[config.mk]
export PLATFORM = sky130hd
export DESIGN_NAME = csa_multiword_adder
export DESIGN_NICKNAME = d
export VERILOG_FILES = /design/src/rtl/csa_pkg.sv /design/src/rtl/csa_16bit.sv /design/src/rtl/csa_multiword_adder.sv
export SDC_FILE = /design/constraint.sdc
export NUM_CORES = 1
export LEC_CHECK = 0
export BUFFER_PORTS_ARGS = -buffer_cell sky130_fd_sc_hd__buf_4
export CAP_MARGIN = 40
export CORE_MARGIN = 2
export CORE_UTILIZATION = 35
export CTS_BUF_LIST = sky130_fd_sc_hd__clkbuf_8 sky130_fd_sc_hd__clkbuf_16
export DETAILED_ROUTE_END_ITERATION = 10
export SYNTH_ARGS = -nofsm -noshare
export SYNTH_HDL_FRONTEND = slang
export SYNTH_SLANG_ARGS = --single-unit
[constraint.sdc]
create_clock -name clk -period 10 [get_ports clk]
set_clock_uncertainty 0.15 [all_clocks]
set_input_delay 1 -clock clk [delete_from_list [all_inputs] [get_ports clk]]
set_output_delay 1 -clock clk [all_outputs]
set_load 0.02 [all_outputs]
[src/rtl/csa_pkg.sv]
// Shared definitions for the streaming multi-word carry-select adder.
package csa_pkg;

   localparam int LIMB_W        = 16;
   localparam int MAX_LIMBS_DEF = 8;

   typedef enum logic {
      FIRST = 1'b0,
      MID   = 1'b1
   } state_t;

endpackage

[src/rtl/csa_16bit.sv]
// 16-bit carry-select adder: 4-bit blocks, each pre-computing sums for carry-in 0 and 1.
module csa_16bit (
   input  logic [15:0] a,
   input  logic [15:0] b,
   input  logic        cin,
   output logic [15:0] sum,
   output logic        cout
);

   logic [4:0] c;

   assign c[0] = cin;

   for (genvar g = 0; g < 4; g++) begin : g_blk
      logic [4:0] s0;
      logic [4:0] s1;
      assign s0 = {1'b0, a[4*g +: 4]} + {1'b0, b[4*g +: 4]};
      assign s1 = {1'b0, a[4*g +: 4]} + {1'b0, b[4*g +: 4]} + 5'd1;
      assign sum[4*g +: 4] = c[g] ? s1[3:0] : s0[3:0];
      assign c[g+1]        = c[g] ? s1[4]   : s0[4];
   end

   assign cout = c[4];

endmodule

[src/rtl/csa_multiword_adder.sv]
// Streaming multi-word adder: chains csa_16bit carries across limbs of a packet.
// Optional subtract mode (in_sub port) is enabled by defining CSA_MULTIWORD_SUB_EN.
//
// state | meaning
// FIRST | next accepted limb starts a packet; adder carry-in comes from in_cin
// MID   | inside a packet; adder carry-in comes from carry_q
module csa_multiword_adder
   import csa_pkg::*;
#(
   parameter int WIDTH     = LIMB_W,
   parameter int MAX_LIMBS = MAX_LIMBS_DEF,
   parameter int CNT_W     = 3
) (
   input  logic             clk,
   input  logic             rst,
   input  logic             in_valid,
   output logic             in_ready,
   input  logic [WIDTH-1:0] in_a,
   input  logic [WIDTH-1:0] in_b,
   input  logic             in_cin,
   input  logic             in_last,
`ifdef CSA_MULTIWORD_SUB_EN
   input  logic             in_sub,
`endif
   output logic             out_valid,
   input  logic             out_ready,
   output logic [WIDTH-1:0] out_sum,
   output logic             out_last,
   output logic             out_cout,
   output logic             out_err
);

   state_t           state_q;
   logic             carry_q;
   logic [CNT_W-1:0] cnt_q;
   logic             out_valid_q;
   logic [WIDTH-1:0] out_sum_q;
   logic             out_last_q;
   logic             out_cout_q;
   logic             out_err_q;

   logic             accept;
   logic             sub_d;
   logic [WIDTH-1:0] b_d;
   logic             cin_d;
   logic [WIDTH-1:0] add_sum;
   logic             add_cout;
   logic             trunc_d;
   logic             last_d;

`ifdef CSA_MULTIWORD_SUB_EN
   logic             sub_q;

   assign sub_d = (state_q == FIRST) ? in_sub : sub_q;

   always_ff @(posedge clk) begin
      if (rst) begin
         sub_q <= 1'b0;
      end else if (accept && (state_q == FIRST)) begin
         sub_q <= in_sub;
      end
   end
`else
   assign sub_d = 1'b0;
`endif

   assign in_ready = !out_valid_q || out_ready;
   assign accept   = in_valid && in_ready;

   // Subtraction is A + ~B + 1; the +1 rides on the first-limb carry-in.
   assign b_d   = in_b ^ {WIDTH{sub_d}};
   assign cin_d = (state_q == FIRST) ? (sub_d | in_cin) : carry_q;

   csa_16bit u_csa (
      .a    (in_a),
      .b    (b_d),
      .cin  (cin_d),
      .sum  (add_sum),
      .cout (add_cout)
   );

   assign trunc_d = (state_q == MID) && (cnt_q == CNT_W'(MAX_LIMBS - 1)) && !in_last;
   assign last_d  = in_last || trunc_d;

   always_ff @(posedge clk) begin
      if (rst) begin
         state_q     <= FIRST;
         carry_q     <= 1'b0;
         cnt_q       <= '0;
         out_valid_q <= 1'b0;
         out_sum_q   <= '0;
         out_last_q  <= 1'b0;
         out_cout_q  <= 1'b0;
         out_err_q   <= 1'b0;
      end else if (accept) begin
         out_valid_q <= 1'b1;
         out_sum_q   <= add_sum;
         if (last_d) begin
            out_last_q <= 1'b1;
            out_cout_q <= add_cout;
            out_err_q  <= trunc_d;
            carry_q    <= 1'b0;
            state_q    <= FIRST;
            cnt_q      <= '0;
         end else begin
            out_last_q <= 1'b0;
            out_cout_q <= 1'b0;
            out_err_q  <= 1'b0;
            carry_q    <= add_cout;
            state_q    <= MID;
            cnt_q      <= cnt_q + 1'b1;
         end
      end else if (out_ready) begin
         out_valid_q <= 1'b0;
      end
   end

   assign out_valid = out_valid_q;
   assign out_sum   = out_sum_q;
   assign out_last  = out_last_q;
   assign out_cout  = out_cout_q;
   assign out_err   = out_err_q;

endmodule
==> results of run 1 <==
## registers in the layout (all words and copies together) (netlist names)
| signal | flops |
|---|---|
| out_sum | 16 |
| state_q | 1 |
| out_valid | 1 |
| out_last | 1 |
| out_cout | 1 |
| carry_q | 1 |
| cnt_q | 3 |
| out_err | 1 |
## where the power goes
part	internal, mW	switching, mW	total, mW
Sequential	0.108	0.00491	0.113
Clock	0.0283	0.0343	0.0625
Combinational	0.0524	0.0586	0.111
## logic make-up after synthesis
family,after synthesis
buffers and inverters,19
XOR/XNOR,19
multiplexers,6
adder cells (fa/ha/maj),26
flip-flops,25
AO/OA/AOI/OAI,43
AND/OR/NAND/NOR,71
## cells in the final DEF (no fill, tap or decap), types with 2 or more instances in the layout
| cell type | n |
|---|---|
| a211oi_1 | 9 |
| a21o_1 | 6 |
| a21oi_1 | 16 |
| a22oi_1 | 2 |
| a311oi_1 | 2 |
| and3_1 | 4 |
| buf_4 | 58 |
| clkbuf_8 | 3 |
| dfxtp_1 | 25 |
| fa_1 | 4 |
| ha_1 | 22 |
| inv_1 | 11 |
| mux2i_1 | 5 |
| nand2_1 | 14 |
| nand2b_1 | 3 |
| nand3_1 | 2 |
| nand3b_1 | 4 |
| nand4_1 | 3 |
| nand4b_1 | 2 |
| nor2_1 | 22 |
| nor2b_1 | 2 |
| nor3_1 | 6 |
| nor4_1 | 3 |
| o21ai_0 | 3 |
| xnor2_1 | 11 |
| xor2_1 | 7 |
## stage by stage
step	power [mW]	area, sq um
2_1_floorplan	0.190	1830
3_3_place_gp	0.227	2320
3_5_place_dp	0.227	2330
4_1_cts	0.291	2380
5_1_grt	0.308	2380
6_report	0.287	2380
## area by class of cell
class | instances | area share, %
timing repair buffer | 59 | 18.9
clock buffer | 3 | 1.73
sequential | 25 | 21.0
multi-input combinational | 165 | 52.7
tap | 70 | 3.67
inverter | 11 | 1.73
clock inverter | 1 | 0.315
## worst max path at each step
stage | startpoint | to
floorplan | in_a[0] | out_sum[14]
global placement | in_a[0] | out_sum[13]
detailed placement | in_a[0] | carry_q
CTS | in_a[0] | out_cout
global route | in_a[0] | out_sum[15]
finish | in_a[0] | out_cout
## per-layer routing
layer	GRT usage (%)	part of all wire (%)	vias up	routed length, um
met5	0	0	-	0
met4	4.91	1.8	0	68
met3	2.01	4.7	6	179
met2	22.3	45	44	1700
met1	18.4	49	717	1860
li1	-	-	866	-
## critical path: cells and delay by family
family	cells	cell delay (ps)
multiplexers	3	880
AND/OR/NAND/NOR	3	790
adder cells (fa/ha/maj)	3	780
AO/OA/AOI/OAI	1	680
buffers and inverters	3	260
==> results.sh, run 1 <==
export IMPL_num_vias=1633
export IMPL_hp_start="out_sum[0]"
export IMPL_hpwlAfterDp_um=3050
export IMPL_drive_above_1_share_pct=25.0
export IMPL_synth_ff_type="dfxtp_1"
export IMPL_hold_depth=2
export IMPL_async_flop_share_pct=0
export IMPL_max_freq_ghz=0.230
export IMPL_synth_simple_area_share_pct=19.8
export IMPL_cts_sinks=25
export IMPL_slew_headroom_pct=50.7
export IMPL_synthTopCellsByArea="dfxtp_1 (27%), ha_1 (15%), xnor2_1 (5.3%)"
export IMPL_place_gp_congestion=0.734
export IMPL_synthAdderAreaFrac_pct=19.4
export IMPL_pin_count=59
export IMPL_crit_fanout=3
export IMPL_synthMuxAreaShare_pct=3.97
export IMPL_viasPerCell=4.89
export IMPL_yosysTopAreaCell="dfxtp_1"
export IMPL_fin_util_pct=47.0
export IMPL_hold_violations=0
export IMPL_syn_to_final_growth_pct=30.4
export IMPL_regArea_sq_um=500
export IMPL_worstSetupStartpointType="input pin"
export IMPL_slew_viol_final=0
export IMPL_synth_most_common_cell="dfxtp_1"
export IMPL_die_y_um=76.3
export IMPL_wire_per_inst_um=11.4
export IMPL_synth_top_family_by_area="simple AND/OR/NAND/NOR gates"
export IMPL_grt_max_degree=32
export IMPL_max_cap_viol_count=0
export IMPL_critPathKind="input pin to flop"
export IMPL_ant_nets=0
export IMPL_ys_warn_count=0
export IMPL_ir_worst_vdd_mv=0.0669
export IMPL_clock_root_buffer="clkbuf_8"
export IMPL_die_area_sq_mm=0.00582
export IMPL_syn_mean_instance_area_sq_um=8.75
export IMPL_whs_endpoint="out_sum[0]"
export IMPL_r2r_start="state_q"
export IMPL_clockBufferDepth=2
export IMPL_yosys_cell_types_count=39
export IMPL_post_cts_resized=0
export IMPL_finalWorstSetupSlack_ps=5650
export IMPL_cts_tree="yes"
export IMPL_worstPathCellList="buf_4 > ha_1 > inv_1 > fa_1 > inv_1 > ha_1 > or3b_1 > a2111oi_0 > or4_1 > mux2i_4 > mux2i_1 > mux2i_1 > nand2_1"
export IMPL_remaining_drc_errors=0
export IMPL_fin_crit_sh_pct=43.5
export IMPL_synth_nets=273
export IMPL_dr_pass1_iters=4
export IMPL_dp_cells=330
export IMPL_r2r_cells=8
export IMPL_final_cells=334
export IMPL_cts_made_buffers=3
export IMPL_synth_top_cell_area_share_pct=27.4
export IMPL_grt_pass1_wl_um=6760
export IMPL_yosys_area_share_xor_xnor_pct=9.51
export IMPL_postCtsSetupRepairBufs=0
export IMPL_rows=26
export IMPL_crit_slowest_cell="a2111oi_0"
export IMPL_worstHoldPathType="flop to flop"
export IMPL_final_setup_tns_ps=0
export IMPL_clk_pin_slew_ps=90
export IMPL_rsz0062_at_grt="false"
export IMPL_endpoint_kind="flop"
export IMPL_grt_overflow_total=0
export IMPL_regToRegEndpoint="out_cout"
export IMPL_synth_commonest_cells="dfxtp_1 (25), ha_1 (22), nor2_1 (22)"
export IMPL_routed_wl_um=3810
export IMPL_h_tree_depth=1
export IMPL_multi_input_area_sq_mm=0.00125
export IMPL_status="finished, final reports clean"
export IMPL_grt_use_total_pct=13.7
export IMPL_port_buffers=58
export IMPL_nets=329
export IMPL_drt_iter0_drc=65
export IMPL_synth_edf_count=0
export IMPL_fillers=533
export IMPL_final_min_clock_period_ps=4350
export IMPL_power_density_mw_per_mm2=120
export IMPL_start_util_pct=36.0
export IMPL_grt_pass1_vias=1576
export IMPL_arrival_ps=4370
export IMPL_synth_seq_cells=25
export IMPL_pre_cts_slack_ps=5350
export IMPL_setup_viol=0
export IMPL_hold_buffers=0
export IMPL_max_stage_delay_ps=680
export IMPL_p_leak_nw=1.09
export IMPL_syn_area_sq_mm=0.00183
export IMPL_synth_compound_area_share_pct=15.9
export IMPL_r2r_setup_slack_ps=6750
export IMPL_core_area_sq_mm=0.00507
export IMPL_die_x_um=76.3
export IMPL_syn_inst=209
export IMPL_clock_latency_ps=270
export IMPL_seq_area_frac_synth_pct=27.4
export IMPL_whs_ps=316
export IMPL_required_ps=10020
export IMPL_tightestPinTransition_ps=720
export IMPL_antenna_found_initial=0
export IMPL_diodes=0
No activity file was read; power rests on OpenSTA's default activity.
==> run 2, diff against run 1 <==
clock period = 3.6 ns   (was 10 ns; I/O delays follow)
==> results.sh, run 2 (synthesis gave the netlist of run 1 again) <==
export IMPL_p_leak_nw=1.14
export IMPL_core_area_sq_mm=0.00507
export IMPL_swShare_pct=33.6
export IMPL_pre_cts_slack_ps=-278
export IMPL_dr_pass1_iters=4
export IMPL_multi_input_area_sq_mm=0.00126
export IMPL_max_freq_ghz=0.288
export IMPL_worstHoldPathType="input pin to flop"
export IMPL_crit_fanout=3
export IMPL_critPathKind="input pin to flop"
export IMPL_fin_crit_sh_pct=96.3
export IMPL_regArea_sq_um=500
export IMPL_final_cell_mix="buf_4 (68), dfxtp_1 (25), nor2_1 (22), ha_1 (22), a21oi_1 (16)"
export IMPL_fillers=535
export IMPL_rows=26
export IMPL_clkPwrFrac_pct=20.6
export IMPL_remaining_drc_errors=0
export IMPL_port_buffers=58
export IMPL_status="finished, final reports clean"
export IMPL_nets=338
export IMPL_diodes=0
export IMPL_clk_pin_slew_ps=90
export IMPL_final_setup_tns_ps=0
export IMPL_design_area_sq_mm=0.00245
export IMPL_max_cap_viol_count=0
export IMPL_hpwlAfterDp_um=3110
export IMPL_die_area_sq_mm=0.00582
export IMPL_grt_use_total_pct=14.2
export IMPL_viasPerCell=4.91
export IMPL_clock_latency_ps=270
export IMPL_endpoint_kind="flop"
export IMPL_power_switching_mw=0.270
export IMPL_die_y_um=76.3
export IMPL_antenna_found_initial=0
export IMPL_slew_viol_final=0
export IMPL_tightestPinTransition_ps=700
export IMPL_clockBufferDepth=2
export IMPL_ir_worst_vdd_mv=0.129
export IMPL_routed_wl_um=3980
export IMPL_pin_count=59
export IMPL_ant_nets=0
export IMPL_pwr_share_comb_pct=40.3
export IMPL_die_x_um=76.3
export IMPL_whs_ps=197
export IMPL_cts_sinks=25
export IMPL_wire_per_inst_um=11.6
export IMPL_setup_viol=0
export IMPL_syn_to_final_growth_pct=33.9
export IMPL_num_vias=1685
export IMPL_start_util_pct=36.0
export IMPL_grt_pass1_wl_um=6940
export IMPL_hold_buffers=0
export IMPL_slew_headroom_pct=53.2
export IMPL_place_gp_congestion=0.742
export IMPL_cts_tree="yes"
export IMPL_required_ps=3630
export IMPL_rsz0062_at_grt="false"
export IMPL_cts_made_buffers=3
export IMPL_p_seq_share_pct=39.1
export IMPL_drt_iter0_drc=49
export IMPL_drive_above_1_share_pct=27.8
export IMPL_finalWorstSetupSlack_ps=132
export IMPL_clock_root_buffer="clkbuf_8"
export IMPL_postCtsSetupRepairBufs=0
export IMPL_grt_max_degree=32
export IMPL_placed_area_sq_mm=0.00239
export IMPL_post_cts_resized=0
export IMPL_final_min_clock_period_ps=3470
export IMPL_largest_reg_flops=16
export IMPL_worstSetupStartpointType="input pin"
export IMPL_grt_pass1_vias=1610
export IMPL_p_int_mw=0.533
export IMPL_hold_violations=0
export IMPL_arrival_ps=3500
export IMPL_grt_overflow_total=0
export IMPL_power_density_mw_per_mm2=328
export IMPL_h_tree_depth=1
export IMPL_final_common_cell="buf_4"
[run 2: worst paths after layout]
check	startpoint	endpoint	slack, ps	depth (start not counted)
max	in_a[0]	out_sum[11]	130	13
min	in_valid	out_valid	200	3
max reg2reg	state_q	out_sum[11]	590	9
min reg2reg	out_sum[0]	out_sum[0]	310	2
[run 2: critical path: stages]
cell,delay (ps)
buf_4,110
ha_1,190
inv_1,80
fa_1,430
inv_1,70
ha_1,160
or3b_1,370
o311a_1,340
or4_4,460
buf_4,160
xor2_1,160
or3_1,370
a311oi_1,250
[run 2: final cells by class]
cell class,instances,share of cell area (%)
multi-input cells,165,51.6
well taps,70,3.58
flip-flops and latches,25,20.4
clock inverters,1,0.153
clock buffers,3,1.69
repair buffers,68,20.9
inverters,11,1.69
[run 2: metal layers]
metal | track usage, % | up-vias | share of wire (%)
li1 | - | 884 | -
met1 | 17.8 | 751 | 46
met2 | 24.6 | 46 | 46
met3 | 2.37 | 4 | 6.0
met4 | 4.91 | 0 | 1.3
met5 | 0 | - | 0
[run 2: metrics by stage]
| step | cells | power (mW) | util (%) |
|---|---|---|---|
| finish | 343 | 0.802 | 48.2 |
| detailed placement | 339 | 0.645 | 47.2 |
| floorplan | 209 | 0.527 | - |
| global placement | 339 | 0.643 | 47.2 |
| global route | 343 | 0.865 | 48.2 |
| CTS | 343 | 0.816 | 48.1 |
[run 2: power by group through the flow]
stage | Clock, mW | Sequential (mW) | Combinational, mW
finish | 0.165 | 0.314 | 0.323
global route | 0.185 | 0.318 | 0.362
CTS | 0.175 | 0.314 | 0.326
detailed placement | 0 | 0.321 | 0.325
global placement | 0 | 0.321 | 0.322
floorplan | 0 | 0.345 | 0.182
